--- config.mk ---
export PLATFORM = sky130hd
export DESIGN_NAME = fetch_sequencer_flat
export DESIGN_NICKNAME = d
export VERILOG_FILES = /design/src/rtl/fetch_if.sv /design/src/rtl/fetch_sequencer.sv /design/src/flat_wrapper.sv
export SDC_FILE = /design/constraint.sdc
export NUM_CORES = 1
export LEC_CHECK = 0
export ABC_AREA = 1
export CAP_MARGIN = 10
export CORE_AREA = 4 4 91 93
export CTS_CLUSTER_DIAMETER = 80
export DETAILED_ROUTE_END_ITERATION = 16
export DIE_AREA = 0 0 95 97
export PLACE_DENSITY_LB_ADDON = 0.12
export SLEW_MARGIN = 20
export SYNTH_ARGS = -nofsm -noshare
export SYNTH_HDL_FRONTEND = slang
export SYNTH_SLANG_ARGS = --single-unit
--- constraint.sdc ---
create_clock -name clk_i -period 8.3 [get_ports clk_i]
set_clock_uncertainty 0.1 [all_clocks]
set_input_delay 1.245 -clock clk_i [delete_from_list [all_inputs] [get_ports clk_i]]
set_output_delay 1.245 -clock clk_i [all_outputs]
set_load 0.03 [all_outputs]
--- src/rtl/fetch_if.sv ---
// Handshake and ROM-side bundle between the core control/datapath and the fetch sequencer.
// The sequencer takes the slave modport and the driving environment takes the master modport.
interface fetch_if;
  logic        start_i;
  logic [1:0]  prog_sel_i;
  logic [7:0]  instr_i;
  logic        stall_i;
  logic        branch_taken_i;
  logic        branch_back_i;
  logic [7:0]  branch_off_i;
  logic [7:0]  pc_o;
  logic        instr_valid_o;
  logic        busy_o;
  logic        done_o;
  logic        fault_o;
  logic [15:0] retired_o;

  modport master (
    output start_i, prog_sel_i, instr_i, stall_i, branch_taken_i, branch_back_i, branch_off_i,
    input  pc_o, instr_valid_o, busy_o, done_o, fault_o, retired_o
  );

  modport slave (
    input  start_i, prog_sel_i, instr_i, stall_i, branch_taken_i, branch_back_i, branch_off_i,
    output pc_o, instr_valid_o, busy_o, done_o, fault_o, retired_o
  );
endinterface

--- src/rtl/fetch_sequencer.sv ---
// PC owner for the 8-bit core. It launches one of three resident programs and applies relative branches.
// It also detects halt and out-of-range PCs, and counts retired instructions with saturation.
module fetch_sequencer #(
  parameter logic [7:0] PROG0_BASE  = 8'd0,
  parameter logic [7:0] PROG1_BASE  = 8'd98,
  parameter logic [7:0] PROG2_BASE  = 8'd150,
  parameter logic [7:0] ROM_LAST    = 8'd219,
  parameter logic [7:0] HALT_OPCODE = 8'b10001000
) (
  input logic    clk_i,
  input logic    reset_i,
  fetch_if.slave bus
);

  typedef enum logic [1:0] {IDLE, RUN, DONE, FAULT} state_t;

  state_t            state;
  logic [7:0]        pc;
  logic [15:0]       retired;
  logic              done;
  logic              fault;
  logic signed [9:0] target;
  logic              target_bad;
  logic              halt;

  function automatic logic [15:0] sat_inc(input logic [15:0] v);
    return (v == 16'hFFFF) ? v : v + 16'd1;
  endfunction

  // Two guard bits cover both the carry out of pc+1+off and the borrow of pc-off.
  always_comb begin
    target = signed'({2'b00, pc}) + 10'sd1;
    if (bus.branch_taken_i && !bus.branch_back_i)
      target = signed'({2'b00, pc}) + 10'sd1 + signed'({2'b00, bus.branch_off_i});
    else if (bus.branch_taken_i && bus.branch_back_i)
      target = signed'({2'b00, pc}) - signed'({2'b00, bus.branch_off_i});
    target_bad = target[9] || (target[8:0] > {1'b0, ROM_LAST});
    halt       = (bus.instr_i == HALT_OPCODE);
  end

  always_ff @(posedge clk_i) begin
    if (reset_i) begin
      state   <= IDLE;
      pc      <= 8'd0;
      retired <= 16'd0;
      done    <= 1'b0;
      fault   <= 1'b0;
    end else begin
      case (state)
        RUN: begin
          if (!bus.stall_i) begin
            retired <= sat_inc(retired);
            if (halt) begin
              state <= DONE;
              done  <= 1'b1;
            end else if (target_bad) begin
              state <= FAULT;
              fault <= 1'b1;
            end else begin
              pc <= target[7:0];
            end
          end
        end
        default: begin
          if (bus.start_i) begin
            if (bus.prog_sel_i == 2'd3) begin
              state <= FAULT;
              fault <= 1'b1;
              done  <= 1'b0;
            end else begin
              state   <= RUN;
              retired <= 16'd0;
              done    <= 1'b0;
              fault   <= 1'b0;
              case (bus.prog_sel_i)
                2'd0:    pc <= PROG0_BASE;
                2'd1:    pc <= PROG1_BASE;
                default: pc <= PROG2_BASE;
              endcase
            end
          end
        end
      endcase
    end
  end

  assign bus.pc_o          = pc;
  assign bus.busy_o        = (state == RUN);
  assign bus.instr_valid_o = (state == RUN) && !bus.stall_i;
  assign bus.done_o        = done;
  assign bus.fault_o       = fault;
  assign bus.retired_o     = retired;

endmodule

--- src/flat_wrapper.sv ---
// flat-port wrapper written by rule: the top's interface ports become plain ports
module fetch_sequencer_flat 
#(
  parameter logic [7:0] PROG0_BASE  = 8'd0,
  parameter logic [7:0] PROG1_BASE  = 8'd98,
  parameter logic [7:0] PROG2_BASE  = 8'd150,
  parameter logic [7:0] ROM_LAST    = 8'd219,
  parameter logic [7:0] HALT_OPCODE = 8'b10001000
)
  (clk_i, reset_i, bus_start_i, bus_prog_sel_i, bus_instr_i, bus_stall_i, bus_branch_taken_i, bus_branch_back_i, bus_branch_off_i, bus_pc_o, bus_instr_valid_o, bus_busy_o, bus_done_o, bus_fault_o, bus_retired_o);
  fetch_if bus_i ();
  input logic clk_i;
  input logic reset_i;
  input wire logic [$bits(bus_i.start_i)-1:0] bus_start_i;
  input wire logic [$bits(bus_i.prog_sel_i)-1:0] bus_prog_sel_i;
  input wire logic [$bits(bus_i.instr_i)-1:0] bus_instr_i;
  input wire logic [$bits(bus_i.stall_i)-1:0] bus_stall_i;
  input wire logic [$bits(bus_i.branch_taken_i)-1:0] bus_branch_taken_i;
  input wire logic [$bits(bus_i.branch_back_i)-1:0] bus_branch_back_i;
  input wire logic [$bits(bus_i.branch_off_i)-1:0] bus_branch_off_i;
  output wire logic [$bits(bus_i.pc_o)-1:0] bus_pc_o;
  output wire logic [$bits(bus_i.instr_valid_o)-1:0] bus_instr_valid_o;
  output wire logic [$bits(bus_i.busy_o)-1:0] bus_busy_o;
  output wire logic [$bits(bus_i.done_o)-1:0] bus_done_o;
  output wire logic [$bits(bus_i.fault_o)-1:0] bus_fault_o;
  output wire logic [$bits(bus_i.retired_o)-1:0] bus_retired_o;
  assign bus_i.start_i = bus_start_i;
  assign bus_i.prog_sel_i = bus_prog_sel_i;
  assign bus_i.instr_i = bus_instr_i;
  assign bus_i.stall_i = bus_stall_i;
  assign bus_i.branch_taken_i = bus_branch_taken_i;
  assign bus_i.branch_back_i = bus_branch_back_i;
  assign bus_i.branch_off_i = bus_branch_off_i;
  assign bus_pc_o = bus_i.pc_o;
  assign bus_instr_valid_o = bus_i.instr_valid_o;
  assign bus_busy_o = bus_i.busy_o;
  assign bus_done_o = bus_i.done_o;
  assign bus_fault_o = bus_i.fault_o;
  assign bus_retired_o = bus_i.retired_o;
  fetch_sequencer #(.PROG0_BASE(PROG0_BASE), .PROG1_BASE(PROG1_BASE), .PROG2_BASE(PROG2_BASE), .ROM_LAST(ROM_LAST), .HALT_OPCODE(HALT_OPCODE)) u_core (.clk_i(clk_i), .reset_i(reset_i), .bus(bus_i));
endmodule
Word-level counts from Yosys, hierarchy flattened
Index checks and enable logic that the tools add are counted.
{"block": "classes", "add_sub_neg": 4, "n_mux": 30, "n_lt_le_gt_ge": 1, "n_reduce_logical": 13, "eq_ne": 13}
{"operator": "$mux W16", "count": 5}
{"operator": "$mux W8", "count": 6}
{"operator": "$mux W10", "count": 2}
{"operator": "$add A16 B1 Y16 const B", "count": 1}
{"operator": "$eq A16 B16 Y1 const B", "count": 1}
{"operator": "$pmux W8 S2", "count": 1}
{"operator": "$mux W2", "count": 6}
{"operator": "$add A10 B9 Y10", "count": 1}
{"operator": "$mux W1", "count": 10}
{"operator": "$ne A2 B2 Y1 const B", "count": 5}
{"operator": "$add A8 B1 Y9 const B", "count": 1}
{"operator": "$gt A9 B8 Y1 const B", "count": 1}
{"operator": "$sub A8 B8 Y9", "count": 1}
{"operator": "$eq A8 B8 Y1 const B", "count": 1}
{"operator": "$reduce_and A4 Y1", "count": 2}
{"operator": "$reduce_and A3 Y1", "count": 2}
{"operator": "$reduce_and A5 Y1", "count": 1}
{"operator": "$eq A2 B1 Y1 const B", "count": 2}
{"operator": "$ne A2 B1 Y1 const B", "count": 2}
{"operator": "$logic_and A1 B1 Y1", "count": 3}
{"operator": "$ne A3 B1 Y1 const B", "count": 1}
{"operator": "$eq A2 B2 Y1 const B", "count": 1}
{"operator": "$logic_not A1 Y1", "count": 2}
{"operator": "$logic_not A2 Y1", "count": 1}
{"operator": "2 further kinds", "count": 2}
{"block": "totals", "word_cells": 66, "ff_bits": 28}

Longest topological paths before layout
Gate-level depths: netlist of run 1.
{"block": "logic_depth", "word_depth": 9, "ltp_mapped": 25, "depth_no_buf": 25}

Worst setup path after synthesis of run 1
Ideal clock, no wire load.
{"block": "synth_timing", "kind": "input -> register", "startpoint": "input port bus_branch_off_i[0]", "endpoint": "register u_core.pc[5] (netlist: u_core.bus.pc_o[5])", "path_stages": 18, "path_slack_ns": 5.158, "required_time_ns": 8.084, "arrival_ns": 2.926, "cell_sequence": "ha_1 inv_1 fa_1 nand2_1 nand3_1 nand3_1 nand2_1 nand2_1 nand3_1 nand2_1 nand2_1 nor2_1 nand2_1 nand3_1 nand2_2 buf_6 a21oi_1 nor2_1"}
{"block": "synth_between", "elab_chain_cells": 7, "word_cells_on_any_way": 12}
{"item": "start: declaration", "line_no": "flat_wrapper.sv:20", "source": "input wire logic [$bits(bus_i.branch_off_i)-1:0] bus_branch_off_i;"}
{"item": "$sub A8 B8 Y9", "line_no": "fetch_sequencer.sv:36", "source": "target = signed'({2'b00, pc}) - signed'({2'b00, bus.branch_off_i});"}
{"item": "$mux W10", "line_no": "fetch_sequencer.sv:35", "source": "else if (bus.branch_taken_i && bus.branch_back_i)"}
{"item": "$mux W10 *", "line_no": "fetch_sequencer.sv:33", "source": "if (bus.branch_taken_i && !bus.branch_back_i)"}
{"item": "$gt A9 B8 Y1 / $mux W8 (equally long branches)", "line_no": "fetch_sequencer.sv:37, fetch_sequencer.sv:56"}
{"item": "$logic_or A1 B1 Y1 / $mux W8 (equally long branches)", "line_no": "fetch_sequencer.sv:37, fetch_sequencer.sv:53"}
{"item": "$ne A2 B2 Y1 (no line) / $mux W8 (equally long branches)"}
{"item": "$reduce_and A5 Y1 (no line) / $mux W8 (equally long branches)"}
{"item": "end signal: assignment", "line_no": "fetch_sequencer.sv:60", "source": "pc <= target[7:0];"}
{"item": "end: declaration", "line_no": "fetch_sequencer.sv:18", "source": "logic [7:0] pc;"}
Mark *: on every way between the ends. The rest lies on a longest branch, timed or not. The select of a mux whose other input is x is not followed.
A chain may end at the register's enable or synchronous reset.

Worst setup path after layout of run 1
{"block": "layout_timing", "startpoint": "input port bus_stall_i", "endpoint": "output port bus_instr_valid_o"}
{"block": "layout_between", "elab_chain_cells": 2}
{"item": "start: declaration", "line_no": "flat_wrapper.sv:17", "source": "input wire logic [$bits(bus_i.stall_i)-1:0] bus_stall_i;"}
{"item": "$logic_not A1 Y1"}
{"item": "$logic_and A1 B1 Y1", "line_no": "fetch_sequencer.sv:89", "source": "assign bus.instr_valid_o = (state == RUN) && !bus.stall_i;"}
{"item": "end: declaration", "line_no": "flat_wrapper.sv:22", "source": "output wire logic [$bits(bus_i.instr_valid_o)-1:0] bus_instr_valid_o;"}
Every way passes these cells.

==> impl_metrics.csv, run 1 <==
group,metric,value,unit
outcome,outcome,"finished clean",
cts,cts.sinks,28,
critical_path,cp.required,6950,ps
power,vdd_drop_max,77.5,µV
placement,gp_congestion,0.848,
sta,period_minus_slack,4000,ps
global_route,grt_pass1_wl,11.9,mm
min_path,hp-class,"register to register",
global_route,grt_max_degree,17,
global_route,antenna_found_initial,0,
synthesis,synth.cell_area,2530,µm²
floorplan,ios,52,
floorplan,core_area,7530,µm²
cts,cts-root-buf,"clkbuf_8",
power,p_switching,0.203,mW
synthesis,netlist_instances,422,
synthesis,seq_area_frac_synth,22.1,%
placement,placed_cell_area,3150,µm²
synthesis,synth-compound-area-share,11.8,%
synthesis,synth.mux.area_fraction,0,%
sta,hold_ws,383,ps
cts,cts_hold_buf,0,
layout,drive_above_1_share,5.27,%
sta,setup_violations,0,
critical_path,cpMaxStageDelayCell,"clkdlybuf4s50_1",
routing,wl_per_cell,12.3,µm
routing,drtAntennaViolNets,0,
sta,period_share,48.1,%
layout,multi_input_area,1660,µm²
sta,hold_viol_final,0,
synthesis,ys_ff_latch,28,
cts,cts_resized,0,
layout,fin_cells,576,
synthesis,yosysWarnings,0,
power,leakage,1.53,nW
placement,hpwl,5.92,mm
critical_path,crit_fanout,3,
sta,slew_violations,0,
floorplan,die_x,95,µm
cts,clock_latency,270,ps
layout,n_fill_cell,869,
layout,area_growth_syn_to_layout,27.2,%
synthesis,synth_top_family_by_area,"simple AND/OR/NAND/NOR gates",
floorplan,start_util,33.7,%
power,total_power,0.501,mW
floorplan,rows,32,
synthesis,synth_area_leader_cell,"dfxtp_1",
global_route,grt_pass1_vias,2635,
placement,dp_cells,572,
synthesis,synth_area_per_cell,6.01,µm²
cts,htree_levels,1,
critical_path,cp-start-kind,"input pin",
sta,slew_headroom,55.0,%
floorplan,die_area,9220,µm²
power,power_density,155,nW/µm²
sta,fmax,250,MHz
critical_path,cp_top_family,"buffers and inverters",
critical_path,max_stage_delay,650,ps
placement,io_buffers,51,
routing,drt_iter0_markers,113,
cts,cts_buffer_depth,2,
layout,fin_area,3230,µm²
synthesis,synth_simple_gate_area_share,41.8,%
critical_path,criticalPathCategory,"input pin to output pin",
critical_path,crit_top_cell,"clkdlybuf4s50_1",
placement,place_ws,4300,ps
critical_path,path_cells,"clkdlybuf4s50_1, or2_4, inv_1, clkdlybuf4s50_1",
routing,wirelength,7.10,mm
layout,most-common-layout-cells,"116 x nand2_1, 74 x inv_1, 51 x clkdlybuf4s50_1",
power,pwr-share-comb,46.5,%
sta,setup_tns,0,ps
critical_path,worst-path-buf-inv,3,
synthesis,synth_fa_ha_area_share,11.0,%
layout,final_util,42.9,%
power,internal_power,0.298,mW
routing,vias,2712,
layout,regArea,561,µm²
global_route,track_usage,15.7,%
power,p_sw_share,40.5,%
routing,firstDrtPassIters,5,
synthesis,synth_ff_type,"dfxtp_1",
sta,worstMarginPinSlew,669,ps
synthesis,synth_xor_area_share,1.04,%
cts,post_cts.repair.setup_buffers,0,
cts,cts_inserted_buffers,3,
routing,drc_errors,0,
synthesis,synth.top_cell.area_share,22.1,%
cts,path_clk_slew,100,ps
cts,cts_tree,"done",
routing,avgViaCountPerCell,4.71,
power,seqPwrFrac,31.8,%
floorplan,chipHeight,97,µm
synthesis,synth_nets,467,
layout,finalNetCount,520,
synthesis,synth-async-reset-ratio,0,%
global_route,grt-ovfl-total,0,
power,clock_power_share,21.7,%
synthesis,synth_cell_types,34,
critical_path,end_kind,"output pin",
synthesis,yosys-top-cells-area,"dfxtp_1 22%, nand2_1 17%, inv_1 11%",
layout,final_common_cell,"nand2_1",
critical_path,arrival,2650,ps
sta,fin_ws,4300,ps
layout,diodes,0,
synthesis,synth_edf_count,0,
job,cap_violations,0,
sta,rsz0062_at_grt,"no",
==> logic make-up (layout without fill, tap and decap cells) <==
| family | Yosys count | in the layout |
|---|---|---|
| AND/OR/NAND/NOR | 234 | 234 |
| flip-flops | 28 | 28 |
| buffers and inverters | 81 | 133 |
| XOR/XNOR | 3 | 3 |
| adder cells (fa/ha/maj) | 21 | 21 |
| AO/OA/AOI/OAI | 55 | 55 |
==> worst register-to-register path: cells and delay by family (launching register included) <==
kind            cells  cell delay, ps
flops               1             490
simple gates       16            1760
buf+inv             2              90
fa+ha+maj           2             570
compound gates      2             300
==> flip-flops by register name, indices dropped and copies added, names as in the netlist <==
name / cells
u_core.bus.retired_o: 16
u_core.bus.fault_o: 1
u_core.state: 2
u_core.bus.pc_o: 8
u_core.bus.done_o: 1
==> power by group through the flow <==
stage | Combinational (mW) | Sequential [mW] | Clock, mW
final | 0.233 | 0.159 | 0.109
after global routing | 0.263 | 0.161 | 0.117
after floorplan | 0.148 | 0.174 | 0
after detailed placement | 0.232 | 0.162 | 0
after CTS | 0.234 | 0.159 | 0.112
after global placement | 0.231 | 0.162 | 0
==> cells in the mapped netlist, drive strengths merged (3+ instances only) <==
cell type	count
nand2	119
inv	77
nor2	51
nand3	45
a21oi	32
dfxtp	28
ha	19
o21ai	12
nor3	9
a211oi	6
nand4	4
xor2	3
==> path summary, 6_finish.rpt <==
| check | start | to | slack [ps] | cells after the start |
|---|---|---|---|---|
| max | bus_stall_i | bus_instr_valid_o | 4300 | 4 |
| min reg2reg | u_core.state[0]$_SDFFE_PP0P_ | u_core.state[0]$_SDFFE_PP0P_ | 380 | 2 |
| max reg2reg | u_core.bus.pc_o[1]$_SDFFE_PP0P_ | u_core.bus.pc_o[4]$_SDFFE_PP0P_ | 4940 | 22 |
| min | u_core.state[0]$_SDFFE_PP0P_ | u_core.state[0]$_SDFFE_PP0P_ | 380 | 2 |
==> per-layer routing <==
layer	part of all wire, %	global-route usage, %	vias to the layer above
met4	0.49	2.00	0
met3	3.9	2.10	2
met1	50	22.2	1202
met2	46	25.7	58
li1	-	-	1450
met5	0	0	-
==> layout make-up <==
type | count | area share [%]
Sequential cell | 28 | 17.4
Tap cell | 102 | 3.96
Clock inverter | 1 | 0.931
Timing Repair Buffer | 51 | 15.8
Clock buffer | 3 | 1.28
Inverter | 78 | 9.08
Multi-Input combinational cell | 313 | 51.6
No activity file was read; power rests on OpenSTA's default activity.
==> inputs of run 2 (changes only) <==
Clock period 8.3 ns to 3.5 ns, I/O delays scaled along.
==> run 2 against run 1 <==
Final cell count grew 0.35%. Clock power grew 140%. Critical endpoint is now u_core.bus.pc_o[4]$_SDFFE_PP0P_. Non-clock buffer count grew 2. Setup slack lost 3900 ps. Largest power group unchanged. Die area is the same. First-iteration DRC count grew 14%. Routed wire length grew 1.7%. Sequential power grew 140%. Clock-buffer cell count is the same. Flip-flop and latch count is the same.
==> impl_metrics.csv, run 2 (synthesized netlist as in run 1, its figures left out) <==
group,metric,value,unit
outcome,outcome,"finished clean",
placement,gp_congestion,0.859,
critical_path,crit_top_cell,"nand2_1",
critical_path,reg2reg_from,"u_core.bus.pc_o[0]$_SDFFE_PP0P_",
layout,final_util,43.1,%
sta,slew_violations,0,
placement,hpwl,5.92,mm
sta,period_minus_slack,3100,ps
cts,cts.sinks,28,
placement,io_buffers,51,
layout,final_common_cell,"nand2_1",
critical_path,cpMaxStageDelayCell,"dfxtp_2",
critical_path,reg2reg_setup_slack,400,ps
routing,wl_per_cell,12.5,µm
sta,hold_viol_final,0,
layout,area_growth_syn_to_layout,27.9,%
critical_path,ff2ff_path_depth,20,
placement,dp_cells,574,
layout,largest_register_ffs,16,
layout,finalNetCount,522,
critical_path,worst-path-buf-inv,3,
cts,cts_hold_buf,0,
sta,worstMarginPinSlew,394,ps
floorplan,core_area,7530,µm²
global_route,grt_pass1_vias,2525,
min_path,min_to,"u_core.state[0]$_SDFFE_PP0P_",
layout,n_fill_cell,829,
min_path,min_path_cells,2,
min_path,hp-class,"register to register",
cts,path_clk_slew,110,ps
critical_path,end_kind,"register",
floorplan,chipHeight,97,µm
global_route,grt-ovfl-total,0,
floorplan,die_area,9220,µm²
layout,drive_above_1_share,6.09,%
floorplan,start_util,33.7,%
routing,avgViaCountPerCell,4.78,
critical_path,cp_top_family,"simple AND/OR/NAND/NOR gates",
global_route,track_usage,16.1,%
floorplan,rows,32,
job,cap_violations,0,
power,power_density,369,nW/µm²
floorplan,ios,52,
power,vdd_drop_max,216,µV
cts,cts-root-buf,"clkbuf_8",
sta,setup_violations,0,
min_path,hp-start,"u_core.state[0]$_SDFFE_PP0P_",
routing,drtAntennaViolNets,0,
layout,most-common-layout-cells,"116 x nand2_1, 74 x inv_1, 51 x clkdlybuf4s50_1",
critical_path,crit_fanout,14,
routing,drt_iter0_markers,129,
layout,diodes,0,
critical_path,worstReg2RegEnd,"u_core.bus.pc_o[4]$_SDFFE_PP0P_",
sta,setup_tns,0,ps
critical_path,arrival,3160,ps
routing,drc_errors,0,
routing,firstDrtPassIters,6,
cts,clock_latency,280,ps
critical_path,path_cells,"ha_1, nand2_1, inv_1, or2_2, inv_1, ha_1, inv_1, nand2_1, nand3b_1, nand3_1, nand3_1, nand2_1, nor2_1, nand2_1, nand2_1, nand3_1, nand2_2, nand2_1, nand2_1, a21oi_1",
sta,fmax,323,MHz
cts,cts_buffer_depth,2,
sta,rsz0062_at_grt,"no",
sta,slew_headroom,73.7,%
power,leakage,1.54,nW
routing,vias,2762,
critical_path,cp.required,3560,ps
global_route,grt_pass1_wl,12.1,mm
critical_path,criticalPathCategory,"register to register",
layout,regArea,563,µm²
layout,multi_input_area,1660,µm²
critical_path,cp-start-kind,"register",
global_route,antenna_found_initial,0,
cts,cts_inserted_buffers,3,
critical_path,max_stage_delay,370,ps
cts,htree_levels,1,
cts,cts_tree,"done",
floorplan,die_x,95,µm
layout,fin_cells,578,
routing,wirelength,7.21,mm
critical_path,crit_cells,20,
global_route,grt_max_degree,17,
sta,period_share,88.5,%
run 2: final cells by class:
| type | instances | share of cell area, % |
|---|---|---|
| repair buffers | 53 | 16.2 |
| clock buffers | 3 | 1.27 |
| multi-input cells | 313 | 51.3 |
| clock inverters | 1 | 0.926 |
| flip-flops and latches | 28 | 17.4 |
| inverters | 78 | 9.03 |
| well taps | 102 | 3.94 |
run 2: what timing repair did:
action / CTS / global route
setup endpoints to repair: 0 / 4
gates resized for setup: 0 / 2
buffers inserted: 0 / 0
run 2: through the flow:
stage	setup WS (ps)	total power, mW	hold slack, ps	instance area [µm²]
6_report	403	1.20	385	3240
5_1_grt	21.2	1.28	403	3240
4_1_cts	349	1.20	384	3240
3_5_place_dp	258	0.937	367	3170
3_3_place_gp	283	0.939	369	3170
2_1_floorplan	481	0.764	350	2530
run 2: per-layer routing:
| layer | vias up | GRT usage [%] | wire length (µm) |
|---|---|---|---|
| met3 | 2 | 2.02 | 334 |
| li1 | 1447 | - | - |
| met5 | - | 0 | 0 |
| met1 | 1250 | 23.3 | 3550 |
| met2 | 63 | 25.9 | 3290 |
| met4 | 0 | 2.33 | 33 |
run 2: tightest hold or removal path, delay by kind of cell, from the launching register on:
family | cells | cell delay, ps
simple gates | 1 | 60
flops | 1 | 330
compound gates | 1 | 50
run 2: how the worst max path moves through the flow:
stage | endpoint | from | slack (ps)
after floorplan | u_core.bus.pc_o[5]$_SDFFE_PP0P_ | u_core.bus.pc_o[1]$_SDFFE_PP0P_ | 480
after global placement | u_core.bus.pc_o[6]$_SDFFE_PP0P_ | bus_branch_off_i[1] | 280
after detailed placement | u_core.bus.pc_o[4]$_SDFFE_PP0P_ | bus_branch_off_i[0] | 260
after CTS | u_core.bus.pc_o[4]$_SDFFE_PP0P_ | u_core.bus.pc_o[1]$_SDFFE_PP0P_ | 350
after global routing | u_core.bus.pc_o[4]$_SDFFE_PP0P_ | u_core.bus.pc_o[0]$_SDFFE_PP0P_ | 20
final | u_core.bus.pc_o[4]$_SDFFE_PP0P_ | u_core.bus.pc_o[0]$_SDFFE_PP0P_ | 400
run 2: report_power, final:
| group | internal (mW) | switching [mW] |
|---|---|---|
| Clock | 0.153 | 0.107 |
| Combinational | 0.214 | 0.343 |
| Sequential | 0.343 | 0.0355 |
| Total | 0.710 | 0.485 |
